### src/rtl/generation_timer.sv
// Down-counting interval timer pacing generation updates; issues one tick per
// period of frame enables over a valid/ready handshake and flags lost ticks.
module generation_timer #(
   parameter int unsigned width          = 8,
   parameter int unsigned default_period = 60
) (
   input  logic             clk,
   input  logic             reset,
   input  logic             enable,
   input  logic             run,
   input  logic             step,
   input  logic             period_wr,
   input  logic [width-1:0] period_in,
   input  logic             tick_ready,
   output logic             tick_valid,
   output logic [width-1:0] count,
   output logic             overrun,
   output logic [1:0]       state
);

   typedef enum logic [1:0] {
      IDLE = 2'b00,
      RUN  = 2'b01,
      PEND = 2'b10
   } state_t;

   state_t           state_q, state_d;
   logic [width-1:0] period_q, period_d, count_d;
   logic [width-1:0] clamped, reload_val;
   logic             tick_d, overrun_d;
   logic             active, terminal, transfer;

   assign clamped    = (period_in == '0) ? width'(1) : period_in;
   // A period write coincident with a terminal event reloads from the new value.
   assign reload_val = (period_wr ? clamped : period_q) - width'(1);
   assign active     = enable & run & (state_q != IDLE);
   assign terminal   = active & (count == '0);
   assign transfer   = tick_valid & tick_ready;
   assign state      = state_q;

   // Next-state, count and flag logic
   always_comb begin
      state_d   = state_q;
      count_d   = count;
      period_d  = period_q;
      tick_d    = tick_valid;
      overrun_d = overrun;

      if (period_wr) begin
         period_d  = clamped;
         overrun_d = 1'b0;
         if (state_q == IDLE) count_d = clamped - width'(1);
      end

      if (terminal)    count_d = reload_val;
      else if (active) count_d = count - width'(1);

      case (state_q)
         IDLE: begin
            if (run) begin
               state_d = RUN;
            end else if (step) begin
               tick_d  = 1'b1;
               state_d = PEND;
            end
         end
         RUN: begin
            if (!run) begin
               state_d = IDLE;
            end else if (terminal) begin
               tick_d  = 1'b1;
               state_d = PEND;
            end
         end
         PEND: begin
            // A tick lost to backpressure wins over a same-cycle period write.
            if (transfer && !terminal) begin
               tick_d  = 1'b0;
               state_d = run ? RUN : IDLE;
            end else if (!transfer && terminal) begin
               overrun_d = 1'b1;
            end
         end
         default: begin
            state_d = IDLE;
            tick_d  = 1'b0;
         end
      endcase
   end

   always_ff @(posedge clk) begin
      if (reset) begin
         state_q    <= IDLE;
         period_q   <= width'(default_period);
         count      <= width'(default_period - 1);
         tick_valid <= 1'b0;
         overrun    <= 1'b0;
      end else begin
         state_q    <= state_d;
         period_q   <= period_d;
         count      <= count_d;
         tick_valid <= tick_d;
         overrun    <= overrun_d;
      end
   end

endmodule

### config.mk
export PLATFORM = sky130hd
export DESIGN_NAME = generation_timer
export DESIGN_NICKNAME = d
export VERILOG_FILES = /design/src/rtl/generation_timer.sv
export SDC_FILE = /design/constraint.sdc
export NUM_CORES = 1
export LEC_CHECK = 0
export BUFFER_PORTS_ARGS = -buffer_cell sky130_fd_sc_hd__buf_2
export CAP_MARGIN = 25
export CORE_MARGIN = 3
export CORE_UTILIZATION = 56
export CTS_BUF_LIST = sky130_fd_sc_hd__clkbuf_8 sky130_fd_sc_hd__clkbuf_16
export DETAILED_ROUTE_END_ITERATION = 7
export PLACE_DENSITY = 0.82
export SKIP_CTS_REPAIR_TIMING = 1
export SLEW_MARGIN = 5
export SYNTH_ARGS = -nofsm -noshare
export SYNTH_HDL_FRONTEND = slang
export SYNTH_SLANG_ARGS = --single-unit
### constraint.sdc
create_clock -name clk -period 5.93 [get_ports clk]
set_input_delay 0.2965 -clock clk [delete_from_list [all_inputs] [get_ports clk]]
set_output_delay 0.2965 -clock clk [all_outputs]
set_load 0.005 [all_outputs]
Word-level counts from Yosys, hierarchy flattened. Cells that the tools add are included.

Reduce and logical (&&, ||, !) cells: 13. Muxes and demuxes: 23. Bitwise gates (word level): 4. $add $sub $neg: 3. Eq/ne operators: 9.

Operator list (number): 2-to-1 mux 8 bit (6); subtractor 8 x 1 -> 8 bit, second input constant (3); logical NOT 8 bit (2); 2-to-1 mux 1 bit (10); 2-to-1 mux 2 bit (5); inequality test 2 bit, second input constant (5); inequality test 3 bit, second input constant (2); case mux 2 bit (3 select lines) (1); nonzero test 3 bit (2); AND reduction 5 bit (1); bitwise AND 1 bit (4); case mux 1 bit (3 select lines) (1); AND reduction 3 bit (1); == test 2 x 1 -> 1 bit, second input constant (1); == test 2 bit, second input constant (1); logical AND 1 bit (2); logical NOT 1 bit (2); logical NOT 2 bit (1); AND reduction 2 bit (1); nonzero test 2 bit (1).

Bits of input ports: 15. Output and inout bits: 12. Word-level logic and storage cells: 57. Flip-flop bits (word level): 20.

Depth between registers and ports, before layout.
Depth after elaboration: 7. Mapped depth: 9.

Worst setup path before layout. OpenSTA, ideal clock, no wires.

Kind: register to register. Start point: reg count[2]. End point: reg count[6]. Stages on the path, launching flop included: 10. Setup slack: 3799 ps. Setup time: 79 ps. Arrival: 2052 ps. Period minus slack after synthesis: 2131 ps. Cell sequence: dfxtp_1 -> nor4_4 -> a31oi_4 -> o22ai_1 -> inv_1 -> ha_1 -> o221ai_1 -> nor4_2 -> xnor2_1 -> a211oi_2.

Word-level cells in the longest chain between the ends: 4. Elaborated cells on any way between the ends: 8.

RTL lines: from (decl) (RTL line 16) `output logic [width-1:0] count,`; from (signal assigned) (RTL line 95) `count <= width'(default_period - 1);`; from (signal assigned) (RTL line 101) `count <= count_d;`; parallel branches: the longest is 4 deep, another holds subtractor 8 x 1 -> 8 bit.

Several ways; the timed one is not identified. A chain may end at the register's enable or synchronous reset.

Worst setup path in the final report.
Start point: reg state_q[0], in the netlist state[0]. End point: reg count[6].

Word-level cells in the longest chain between the ends: 5. Elaborated cells on any way between the ends: 9.

RTL lines: from (decl) (RTL line 27) `state_t state_q, state_d;`; from (signal assigned) (RTL line 99) `state_q <= state_d;`; nonzero test 2 bit (RTL line 36) `assign active = enable & run & (state_q != IDLE);`; bitwise AND 1 bit (RTL line 36); bitwise AND 1 bit (RTL line 37) `assign terminal = active & (count == '0);`; nonzero test 3 bit (no source line); AND reduction 2 bit (no source line).

Several ways; a longest one is shown, not always the timed one.

==> flow_summary.json <==
{
  "outcome": "finished, final reports clean",
  "drt_pass_1_iters": 4,
  "reg2regPathDepth": 9,
  "placer_s_final_routability_congestion_estimate": 0.876,
  "end_kind": "flip-flop",
  "endpoint_of_the_worst_register_to_register_path": "count[6]",
  "die_h_um": 52.0,
  "timing.max_cap.violations": 0,
  "cts_inserted_buffers": 3,
  "hold_class": "in2reg",
  "grt_antenna_before_repair": 0,
  "max_stage_delay_ns": 0.55,
  "fin_worst_skew_ns": 0.00230,
  "drcViolationCount": 0,
  "switching_share_pct": 30.2,
  "syn-num-nets": 152,
  "drt_wl_total_mm": 2.88,
  "cts-htree-levels": 1,
  "number_of_global_route_vias_before_repair": 1019,
  "final_hold_viol_count": 0,
  "reg2reg_setup_slack_ns": 3.37,
  "number_of_nets_with_antenna_violations_after_detailed_routing": 0,
  "hold_path.startpoint": "period_in[5]",
  "worst_pin_slew_ns": 0.819,
  "place.port_buffers": 26,
  "synthesis.area_per_instance_um2": 8.72,
  "nFillCells": 160,
  "routedWlPerCell_um": 15.4,
  "seqPwrFrac_pct": 47.4,
  "antenna_cells": 0,
  "io_pins": 27,
  "cts-root-buf": "clkbuf_8",
  "grt_first_pass_wirelength_mm": 4.72,
  "via_count": 1109,
  "first_iter_violations": 34,
  "area_of_the_die_mm2": 0.00271,
  "ys_seq_area_share_pct": 33.8,
  "worst_ep_required_time_ns": 6.04,
  "fmax_ghz": 0.391,
  "max_slew_margin_pct": 44.9,
  "syn_to_final_growth_pct": 16.5,
  "critPathSlowestCell": "dfxtp_1",
  "min_delay_path_depth": 3,
  "synth_top_cell_by_area": "dfxtp_1",
  "crit_path_max_fanout": 14,
  "cts.reportedPaths.clkPinSlew_ns": 0.07,
  "worst_skew_pair.late_latency_ns": 0.26,
  "r2r_start": "state[0]",
  "clock_tree.buffer_depth": 2,
  "post_synth_instance_area_mm2": 0.00119,
  "peakVddDrop_uv": 212,
  "power_leakage_nw": 0.569,
  "critical_path.startpoint_type": "flip-flop",
  "clock_power_share_pct": 30.6,
  "synth.most_common_cell": "dfxtp_1",
  "fp.dieW_um": 52.0,
  "grt_usage_pct": 23.6,
  "number_of_setup_violations_in_the_final_report": 0,
  "global_route_overflow": 0,
  "ys_async_sr_fraction_pct": 0,
  "cp_cell_sequence": "o211ai_2 > a31oi_4 > o22ai_1 > inv_1 > ha_1 > o221ai_1 > nor4_2 > xnor2_1 > a211oi_2",
  "synth_largest_type_area_fraction_pct": 33.8,
  "holdPathEnd": "period_q[5]",
  "numClockSinks": 20,
  "p_switching_mw": 0.103,
  "yosys_warnings": 0,
  "crit_type": "reg2reg",
  "placementRows": 16,
  "rsz0062_at_grt": "no",
  "combPwrFrac_pct": 22.0,
  "synth_ff_type": "dfxtp_1",
  "cp_top_family": "compound AO/OA/AOI/OAI gates",
  "post_drt_via_cell_ratio": 5.93,
  "hpwl_mm": 2.20,
  "synth_enable_flop_cells": 0,
  "post-route-min-period_ns": 2.56,
  "setup_tns_ns": 0,
  "yosysUniqueCellTypes": 44,
  "maximum_number_of_pins_on_one_net_before_global_route_repair": 15,
  "intPower_mw": 0.237,
  "tritoncts_clock_tree": "yes",
  "critical_path_arrival_ns": 2.67,
  "synthesis.instances": 136,
  "p_total_mw": 0.340,
  "yosys_register_bits": 20,
  "layout-drive-gt1-share_pct": 28.1,
  "ranking_of_synthesized_cells_by_area": "dfxtp_1 34%, a41oi_1 5.9%, mux2i_1 5.1%",
  "fin_crit_sh_pct": 43.1,
  "post_synth_most_frequent_cells": "20 x dfxtp_1, 14 x nand2_1, 12 x nor2_1",
  "initial_core_util_pct": 59.8,
  "drv_slew": 0,
  "core_area_mm2": 0.00198,
  "critPathBufInv": 1,
  "cellPowerDensity_mw_per_mm2": 246,
  "nets": 177
}
[tightest hold or removal path: stages]
cell and delay (ns):
buf_2 0.08, mux2i_1 0.06, nand2_1 0.06
[power by group through the flow]
stage               combinational [mW]  sequential (mW)  clock, mW
finish                          0.0748            0.161      0.104
floorplan                       0.0518            0.161          0
detailed placement              0.0739            0.164          0
global placement                0.0724            0.163          0
global route                    0.0829            0.163      0.113
CTS                             0.0743            0.161      0.106
[per-stage QoR]
stage	utilization, %	area, um^2	hold slack (ns)	cells	setup slack, ns
after CTS	69.7	1380	0.262	187	3.41
after global routing	69.7	1380	0.260	187	3.09
after global placement	66.9	1330	0.465	183	3.56
after detailed placement	66.9	1330	0.466	183	3.41
final	69.7	1380	0.261	187	3.37
after floorplan	-	1190	0.425	136	3.80
[cell type report]
cell class                 count  area (um^2)  area share [%]
sequential                    20          400            29.0
timing repair buffer          26          130            9.42
multi-input combinational     98          717            51.9
clock buffer                   4         55.1            3.99
tap                           27         33.8            2.45
inverter                      12         45.0            3.26
[cell families (layout without fill, tap and decap cells)]
kind of cell / count (synthesis) / after routing / share of synthesized area, %
muxes: 6 / 6 / 5.06
buffers and inverters: 18 / 42 / 5.80
adders and majority gates: 1 / 1 / 1.05
and+or+nand+nor: 46 / 46 / 22.7
AOI/OAI and AO/OA: 41 / 41 / 28.7
xor gates and xnor gates: 4 / 4 / 2.95
DFF: 20 / 20 / 33.8
[flip-flops by register name, indices dropped and copies added, names as in the netlist]
signal / cells
count: 8
period_q: 8
state: 2
overrun: 1
tick_valid: 1
[how the worst max path moves through the flow]
stage	from	to	slack [ns]	cells past startpoint
finish	state[0]	count[6]	3.37	9
global route	state[0]	count[6]	3.09	9
CTS	state[0]	count[6]	3.41	9
detailed placement	state[0]	count[6]	3.41	9
global placement	state[0]	count[6]	3.56	9
floorplan	count[2]	count[6]	3.80	9
[cells in the final DEF (no fill, tap or decap), drive strengths merged, types with 2 or more instances in the layout]
master / n
a21oi: 6
a22oi: 2
clkbuf: 4
inv: 11
buf: 26
nand3: 3
dfxtp: 20
o22ai: 8
nor2: 13
nor3: 5
or4: 2
a211oi: 3
mux2i: 6
nand2: 14
a31oi: 2
a41oi: 8
xnor2: 3
o211ai: 4
nor4: 5
[layer usage]
layer / wire (um) / track usage (%) / vias up
li1: - / - / 560
met1: 1320 / 31.3 / 506
met2: 1340 / 37.0 / 38
met3: 184 / 7.74 / 5
met4: 31 / 5.24 / 0
met5: 0 / 0 / -
Power figures use the tool's default switching activity.
